<file path="src/rtl/prod_acc_pkg.sv">
// ----------------------------------------------------------------------------
// prod_acc_pkg
//   Shared definitions for the product accumulator slice: default widths,
//   group length, the group FSM state type and a counter-width helper.
// ----------------------------------------------------------------------------
package prod_acc_pkg;

    // Defaults match the 4x4 multiplier feeding this stage (8-bit products).
    localparam int PROD_W_DEF = 8;
    localparam int LEN_DEF    = 4;
    localparam int ACC_W_DEF  = 12;

    // Group FSM: IDLE means no beat of the current group has been taken yet.
    typedef enum logic {
        IDLE  = 1'b0,
        ACCUM = 1'b1
    } grp_state_t;

    // Width of the beat counter; it only has to count 0..len-1.
    function automatic int cnt_w(input int len);
        return (len <= 2) ? 1 : $clog2(len);
    endfunction

endpackage

</file>
<file path="src/rtl/result_slot_reg.sv">
// ----------------------------------------------------------------------------
// result_slot_reg
//   Single-entry valid/ready holding register for the group result.
//   A load always wins over a drain in the same cycle, so a new result can
//   replace a departing one with valid staying high (no bubble).
//
// Ports:
//   clk        rising-edge clock
//   rst        synchronous active-high reset (empties the slot, clears data)
//   load       write load_data into the slot this cycle
//   load_data  {overflow, sum} to store
//   drain      consumer ready; empties a full slot when not reloaded
//   data       stored {overflow, sum}, stable while valid=1
//   valid      slot full
// ----------------------------------------------------------------------------
module result_slot_reg #(
    parameter int W = 13
) (
    input  logic         clk,
    input  logic         rst,
    input  logic         load,
    input  logic [W-1:0] load_data,
    input  logic         drain,
    output logic [W-1:0] data,
    output logic         valid
);

    always_ff @(posedge clk) begin
        if (rst) begin
            valid <= 1'b0;
            data  <= '0;
        end else if (load) begin
            data  <= load_data;
            valid <= 1'b1;
        end else if (valid && drain) begin
            valid <= 1'b0;
        end
    end

endmodule

</file>
<file path="src/rtl/product_accumulator.sv">
// ----------------------------------------------------------------------------
// product_accumulator
//   Sums each group of LEN accepted products from the multiplier into one
//   result and offers it through a valid/ready output slot. Adds are done one
//   bit wider than the accumulator; the carry bit feeds a sticky overflow flag
//   while the stored sum wraps modulo 2^ACC_W.
//
// Ports:
//   clk         rising-edge clock
//   rst         synchronous active-high reset (clears group and output slot)
//   prod_in     unsigned product from the multiplier
//   prod_valid  prod_in valid this cycle
//   prod_ready  stage can take a beat (slot empty or being drained)
//   clear       abort the partial group; output slot untouched
//   sum_out     group sum, stable while sum_valid=1
//   sum_valid   output slot full
//   sum_ready   consumer takes sum_out this cycle
//   overflow    group sum exceeded 2^ACC_W-1, qualified by sum_valid
//   grp_cnt     beats accepted in the current group
//
// Legal parameter range: 2 <= LEN <= 16, ACC_W >= PROD_W+1.
// ----------------------------------------------------------------------------
module product_accumulator
    import prod_acc_pkg::*;
#(
    parameter int PROD_W = PROD_W_DEF,
    parameter int LEN    = LEN_DEF,
    parameter int ACC_W  = ACC_W_DEF
) (
    input  logic                      clk,
    input  logic                      rst,
    input  logic [PROD_W-1:0]         prod_in,
    input  logic                      prod_valid,
    output logic                      prod_ready,
    input  logic                      clear,
    output logic [ACC_W-1:0]          sum_out,
    output logic                      sum_valid,
    input  logic                      sum_ready,
    output logic                      overflow,
    output logic [cnt_w(LEN)-1:0]     grp_cnt
);

    localparam int CNT_W = cnt_w(LEN);

    // Zero-extended add; bit ACC_W of the result is the carry out.
    function automatic logic [ACC_W:0] acc_add(input logic [ACC_W-1:0] a,
                                               input logic [PROD_W-1:0] p);
        return {1'b0, a} + {{(ACC_W + 1 - PROD_W){1'b0}}, p};
    endfunction

    grp_state_t         state_p0;
    logic [ACC_W-1:0]   acc_p0;
    logic [CNT_W-1:0]   cnt_p0;
    logic               ovf_p0;

    logic [ACC_W:0]     sum_wide;
    logic               beat_acc;
    logic               last_beat;
    logic [ACC_W:0]     slot_data;

    // Stalled only while a result sits unread in the slot.
    assign prod_ready = !sum_valid || sum_ready;

    // clear drops any beat presented in the same cycle.
    assign beat_acc  = prod_valid && prod_ready && !clear;
    assign sum_wide  = acc_add(acc_p0, prod_in);
    assign last_beat = beat_acc && (state_p0 == ACCUM) && (cnt_p0 == CNT_W'(LEN - 1));

    // Stage p0: group accumulator and beat counter
    always_ff @(posedge clk) begin
        if (rst) begin
            state_p0 <= IDLE;
            acc_p0   <= '0;
            cnt_p0   <= '0;
            ovf_p0   <= 1'b0;
        end else if (clear) begin
            state_p0 <= IDLE;
            acc_p0   <= '0;
            cnt_p0   <= '0;
            ovf_p0   <= 1'b0;
        end else if (beat_acc) begin
            case (state_p0)
                IDLE: begin
                    acc_p0   <= ACC_W'(prod_in);
                    cnt_p0   <= CNT_W'(1);
                    ovf_p0   <= 1'b0;
                    state_p0 <= ACCUM;
                end
                ACCUM: begin
                    if (cnt_p0 == CNT_W'(LEN - 1)) begin
                        // Final beat: the result moves to the slot, group restarts.
                        acc_p0   <= '0;
                        cnt_p0   <= '0;
                        ovf_p0   <= 1'b0;
                        state_p0 <= IDLE;
                    end else begin
                        acc_p0 <= sum_wide[ACC_W-1:0];
                        cnt_p0 <= cnt_p0 + CNT_W'(1);
                        ovf_p0 <= ovf_p0 | sum_wide[ACC_W];
                    end
                end
                default: begin
                    state_p0 <= IDLE;
                    acc_p0   <= '0;
                    cnt_p0   <= '0;
                    ovf_p0   <= 1'b0;
                end
            endcase
        end
    end

    // Stage p1: output slot holding {overflow, sum}
    result_slot_reg #(
        .W (ACC_W + 1)
    ) u_slot (
        .clk       (clk),
        .rst       (rst),
        .load      (last_beat),
        .load_data ({ovf_p0 | sum_wide[ACC_W], sum_wide[ACC_W-1:0]}),
        .drain     (sum_ready),
        .data      (slot_data),
        .valid     (sum_valid)
    );

    assign sum_out  = slot_data[ACC_W-1:0];
    assign overflow = slot_data[ACC_W];
    assign grp_cnt  = cnt_p0;

endmodule

</file>
<file path="config.mk">
export PLATFORM = sky130hd
export DESIGN_NAME = product_accumulator
export DESIGN_NICKNAME = d
export VERILOG_FILES = /design/src/rtl/prod_acc_pkg.sv /design/src/rtl/result_slot_reg.sv /design/src/rtl/product_accumulator.sv
export SDC_FILE = /design/constraint.sdc
export NUM_CORES = 1
export LEC_CHECK = 0
export CAP_MARGIN = 40
export CELL_PAD_IN_SITES_DETAIL_PLACEMENT = 0
export CELL_PAD_IN_SITES_GLOBAL_PLACEMENT = 2
export CORE_ASPECT_RATIO = 1.1
export CORE_MARGIN = 4
export CORE_UTILIZATION = 28
export DETAILED_ROUTE_END_ITERATION = 6
export PLACE_DENSITY = 0.78
export SLEW_MARGIN = 5
export SYNTH_ARGS = -nofsm -noshare
export SYNTH_HDL_FRONTEND = slang
export SYNTH_HIERARCHICAL = 1
export SYNTH_SLANG_ARGS = --single-unit
</file>
<file path="constraint.sdc">
create_clock -name clk -period 2.35 [get_ports clk]
set_clock_uncertainty 0.15 [all_clocks]
set_input_delay 0.47 -clock clk [delete_from_list [all_inputs] [get_ports clk]]
set_output_delay 0.47 -clock clk [all_outputs]
set_load 0.01 [all_outputs]
</file>
==> Word-level counts from Yosys, hierarchy flattened <==
Index checks and enable logic that the tools add are counted.
{ "word_totals": {"output_inout_bits": 17, "input_bits": 13, "register_bits": 30, "elab_cells": 31} }
{ "op_classes": {"eq_ne": 1, "muxes": 10, "add_sub_neg": 2, "n_bitwise": 2, "reduce_logical": 10} }
{ "ops": {"columns": ["operator", "count"], "rows": [
  ["12-bit case mux with 2 select lines", 1],
  ["12-bit by 8-bit adder with 13-bit output", 1],
  ["12-bit 2-to-1 mux", 1],
  ["1-bit logical AND", 5],
  ["1-bit 2-to-1 mux", 4],
  ["1-bit case mux with 2 select lines", 2],
  ["2-bit case mux with 2 select lines", 1],
  ["2-bit by 1-bit adder with 2-bit output, second input constant", 1],
  ["2-bit == test, second input constant", 1],
  ["1-bit zero test", 2],
  ["2-bit 2-to-1 mux", 1],
  ["2-bit nonzero test", 1],
  ["2-bit OR reduction", 1],
  ["1-bit logical OR", 1],
  ["1-bit inverter", 1],
  ["1-bit OR", 1]
]} }

==> Depth between registers and ports, before layout <==
{ "logic_depth": {"depth_word": 7, "ltp_mapped": 8, "depth_no_buf": 8} }

==> Hierarchy <==
Netlist, hierarchy kept.
{ "by_module_without_submodules": {"columns": ["module", "n_inst", "area_each_um2", "seq_area_each_um2", "cells_per_inst"], "rows": [
  ["product_accumulator", 1, 1131.1, 320.3, 132],
  ["result_slot_reg", 1, 510.5, 280.3, 46]
]} }

==> Least setup slack after synthesis <==
OpenSTA, ideal clock, no wires.
{ "synth_timing": {"path_kind": "input port to flip-flop", "from": "input prod_in[0]", "to": "register ovf_p0", "setup_ns": 0.119, "setup_slack_ns": 0.026, "required_time_ns": 2.081, "path_buffers": 0, "arrival_ns": 2.055, "path_stages": 7, "cell_sequence": "ha_1 > fa_1 > a211oi_1 > o21ai_2 > o2111ai_2 > nor3_1 > o221a_2"} }
{ "synth_via": {"elab_chain_cells": 4} }
{ "synth_lines": {"columns": ["item", "line", "rtl"], "rows": [
  ["start, declared", "product_accumulator.sv:32", "input logic [PROD_W-1:0] prod_in,"],
  ["12-bit by 8-bit adder with 13-bit output", "product_accumulator.sv:48", "return {1'b0, a} + {{(ACC_W + 1 - PROD_W){1'b0}}, p};"],
  ["1-bit OR", "product_accumulator.sv:99", "ovf_p0 <= ovf_p0 | sum_wide[ACC_W];"],
  ["1-bit 2-to-1 mux", "product_accumulator.sv:90", "if (cnt_p0 == CNT_W'(LEN - 1)) begin"],
  ["1-bit case mux with 2 select lines", "product_accumulator.sv:82", "case (state_p0)"],
  ["end signal, assigned", "product_accumulator.sv:99", null],
  ["end, declared", "product_accumulator.sv:54", "logic ovf_p0;"]
]} }
No other way between the ends.
A chain may end at the register's enable or synchronous reset.

==> Worst setup path after layout <==
{ "layout_timing": {"from": "input prod_in[0]", "to": "register acc_p0[6]"} }
{ "layout_via": {"elab_chain_cells": 3} }
{ "layout_lines": {"columns": ["item", "line", "rtl"], "rows": [
  ["12-bit by 8-bit adder with 13-bit output", "product_accumulator.sv:48", null],
  ["named net sum_wide[6]", "product_accumulator.sv:56", "logic [ACC_W:0] sum_wide;"],
  ["12-bit 2-to-1 mux", "product_accumulator.sv:90", null],
  ["12-bit case mux with 2 select lines", "product_accumulator.sv:82", null],
  ["end signal, assigned", "product_accumulator.sv:84", "acc_p0 <= ACC_W'(prod_in);"],
  ["end signal, assigned", "product_accumulator.sv:97", "acc_p0 <= sum_wide[ACC_W-1:0];"],
  ["end, declared", "product_accumulator.sv:52", "logic [ACC_W-1:0] acc_p0;"]
]} }
The timed path passes the listed nets, and every way through them passes these cells.

==> results.md <==
* Crit Path Category: input pin to flop
* Layout Nets at roughly 260
* Synth Flop Type: dfxtp_1
* Port buffer count at 29
* Post-synth EDFFs at 0
* RSZ-0062 raised after global routing: no
* HPWL after detailed placement at 3150 µm
* Initial Util at ~30%
* # setup viols final at 0
* Tightest Hold Check Type: flop to flop
* Synthesized flop and latch total at 30
* Vias in the first global route at 1,454
* Dpl cells at 299
* Chip width at 81.0 µm
* Area of the multi-input gates at 1070 µm²
* Status: completed
* Antenna Cells at 0
* Fin. Hold Viols at 0
* Crit start category: input pin
* 1st-pass router iterations at 4
* Fill count at around 580
* Netlist cell types at 43
* Worst endpoint required time at 2380 ps
* CTS clk-pin slew, worst paths at 70 ps
* Die H at 88.3 µm
* Routed Antenna Nets at 0
* Slew margin rel. at 73.5%
* Crit path launch: prod_in[0]
* Initial antenna violation count at 0
* Worst ir drop on vdd at 367 µV
* Finished Layout Cells at 308
* Synth Instances at 178
* Final Cycle Share at between 90% and 100%
* Final Critical Period at around 2300 ps
* Via/cell ratio at 4.82
* GPL Wtd Cong at 0.757
* CP max stage cell: fa_2
* Syn nets at 201
* Via count at 1,484
* Mean Syn Cell Area at slightly above 9 µm²
* Worst-Margin Slew at 396 ps
* Ports at 30
* Final WL at 4340 µm
* Area Overhead vs Synth at 44.4%
* Crit path max-delay family: adder cells
* Buf/Inv on CP at 3
* CP endpoint kind: flop
* Sequential cell area at about 600 µm²
* Reg2Reg Launch Point: acc_p0[0]$_SDFFE_PP0P_
* Synthesized cell area at 1640 µm²
* Most used cell, CP: buf_4
* Ys async rst share at 0%
* Design area at 2370 µm²
* Total CTS buffers at 5
* Rows at 28
* Hold Slack at roughly 330 ps
* Pwr Total at around 1.2 mW
* First-pass GRT wire length at 7250 µm
* Setup_tns at 0 ps
* DRC at 0
* Placed inst area at 2160 µm²
* Worst skew pair latency at 280 ps
* CP peak stage delay at 370 ps
* P per Cell Area at 490 nW/µm²
* CTS Buffer Depth at 2
* Cells along the critical path: dlygate4sd2_1 > ha_2 > fa_2 > a211oi_2 > o21ai_2 > buf_4 > buf_4 > xor2_1 > a221oi_2 > nor2_1
* Grt ovf at 0
* # H-tree levels at 2
* CTS sink cnt at 30
* Hold Buf Count CTS at 0
* Core Footprint at about 5500 µm²
* Mean routed wirelength per cell at 14.1 µm
* Hold Crit Start: grp_cnt[1]$_SDFFE_PP0P_
* Pin count of the biggest net entering global routing at 17
* Fmax at 0.444 GHz
* Maxcap violations at 0
* Initial DRC Count at 67
* LEAKAGE at about 0.95 nW
* Worst Path Arrival at about 2300 ps
* Area of the die at between 7000 and 8000 µm²
* Total track usage at 13.3%
* CTS tree: yes
* Yosys Warn Count at 6
* Share of layout cells above drive strength 1 at 24.0%
* CTS root buf: clkbuf_8
* Slew Viols, Final at 0
* CP max FO at 3
* Register area share after synthesis at 36.6%
-- where the power goes --
group	total, mW	leakage [nW]	switching (mW)	internal [mW]
Combinational	0.198	0.657	0.0969	0.102
Clock	0.438	0.0482	0.202	0.236
Sequential	0.525	0.243	0.00868	0.516
Total	1.16	0.948	0.307	0.854
-- synth_stat cells, types with 2 or more instances --
master     count  share of area, %
nand2b_1       3               1.1
a21oi_1        6               1.8
o21ai_0        8               2.4
o2111ai_1      2               1.1
a21o_1         5               2.3
inv_1          2              0.46
a31oi_1        3               1.1
buf_2          3              0.91
or3_1          2              0.76
nor3_1         2              0.61
a221oi_1       5               2.7
a22oi_1        2              0.91
nor2_1        26               5.9
mux2i_1       13               7.9
nand3_1        6               1.8
a211oi_1       4               1.8
dfxtp_1       30                37
nand2_1        8               1.8
or4_1          2              0.91
o21ai_2        2               1.1
ha_1           9               6.9
xnor2_1        5               2.7
xor2_1         5               2.7
clkbuf_1       2              0.46
o211ai_1       5               2.3
-- cell type report --
class | count | share of cell area, %
Clock buffer | 7 | 3.64
Timing Repair Buffer | 55 | 21.2
Sequential cell | 30 | 25.3
Inverter | 3 | 0.475
Clock inverter | 1 | 0.211
Multi-Input combinational cell | 137 | 45.2
Tap cell | 75 | 3.96
-- tightest hold or removal path: stages (launching register included) --
cell and delay, ps:
dfxtp_1 330, nand2_1 60, a21oi_1 50
-- worst paths after layout --
kind / to / slack (ps) / depth (start not counted)
worst max-delay path: acc_p0[6]$_SDFFE_PP0P_ / 100 / 10
worst min-delay path: grp_cnt[1]$_SDFFE_PP0P_ / 330 / 2
worst max register to register: acc_p0[6]$_SDFFE_PP0P_ / 210 / 9
worst min register to register: grp_cnt[1]$_SDFFE_PP0P_ / 330 / 2
-- routing by layer --
metal	vias to the layer above	track usage, %	wire (µm)	share of wire [%]
li1	760	-	-	-
met1	688	18.2	2140	49
met2	31	20.8	1960	45
met3	5	3.36	188	4.3
met4	0	4.15	44	1.0
met5	-	0	0	0
-- sequential cells by signal, indices dropped and copies added (netlist names) --
name	flops
u_slot/data	13
acc_p0	12
grp_cnt	2
ovf_p0	1
state_p0	1
u_slot/valid	1
-- timing repair --
item / CTS / global route
endpoints found under the hold margin: 0 / 0
buffers inserted: 0 / 1
endpoints found under the setup margin: 13 / 15
pin swaps: 7 / 4
gates cloned: 0 / 0
gates resized for setup: 7 / 16
-- layout by cell type, fill, tap and decap left out, types with 2 or more instances in the layout --
cell             count
ha_1                 2
a31oi_1              3
clkdlybuf4s50_1     21
dlymetal6s2s_1       7
a21o_1               5
xor2_1               5
dfxtp_1             30
mux2i_1             13
inv_1                2
a211oi_1             2
o2111ai_1            2
a211oi_2             2
nand3_1              6
a22oi_1              2
o21ai_2              2
ha_4                 6
o211ai_1             5
o21ai_0              8
or4_1                2
xnor2_1              5
a21oi_1              5
buf_4               26
clkbuf_8             6
a221oi_1             4
or3_1                2
nand2_1              8
nand2b_1             3
nor3_1               2
nor2_1              26
-- cell families (layout without fill, tap and decap cells) --
group / Yosys count / in the layout / synth area share (%)
fa+ha+maj: 10 / 10 / 8.08
simple gates: 55 / 55 / 15.7
flops: 30 / 30 / 36.6
buf+inv: 11 / 66 / 4.19
compound gates: 49 / 49 / 22.2
mux: 13 / 13 / 7.93
xor+xnor: 10 / 10 / 5.34
-- through the flow --
step / setup WS [ps] / utilization, %
global route: 32.5 / 42.8
detailed placement: -499 / 38.9
finish: 95.6 / 42.8
floorplan: 26.5 / -
global placement: -477 / 38.9
CTS: 7.00 / 41.0
No activity file was read; power rests on OpenSTA's default activity.
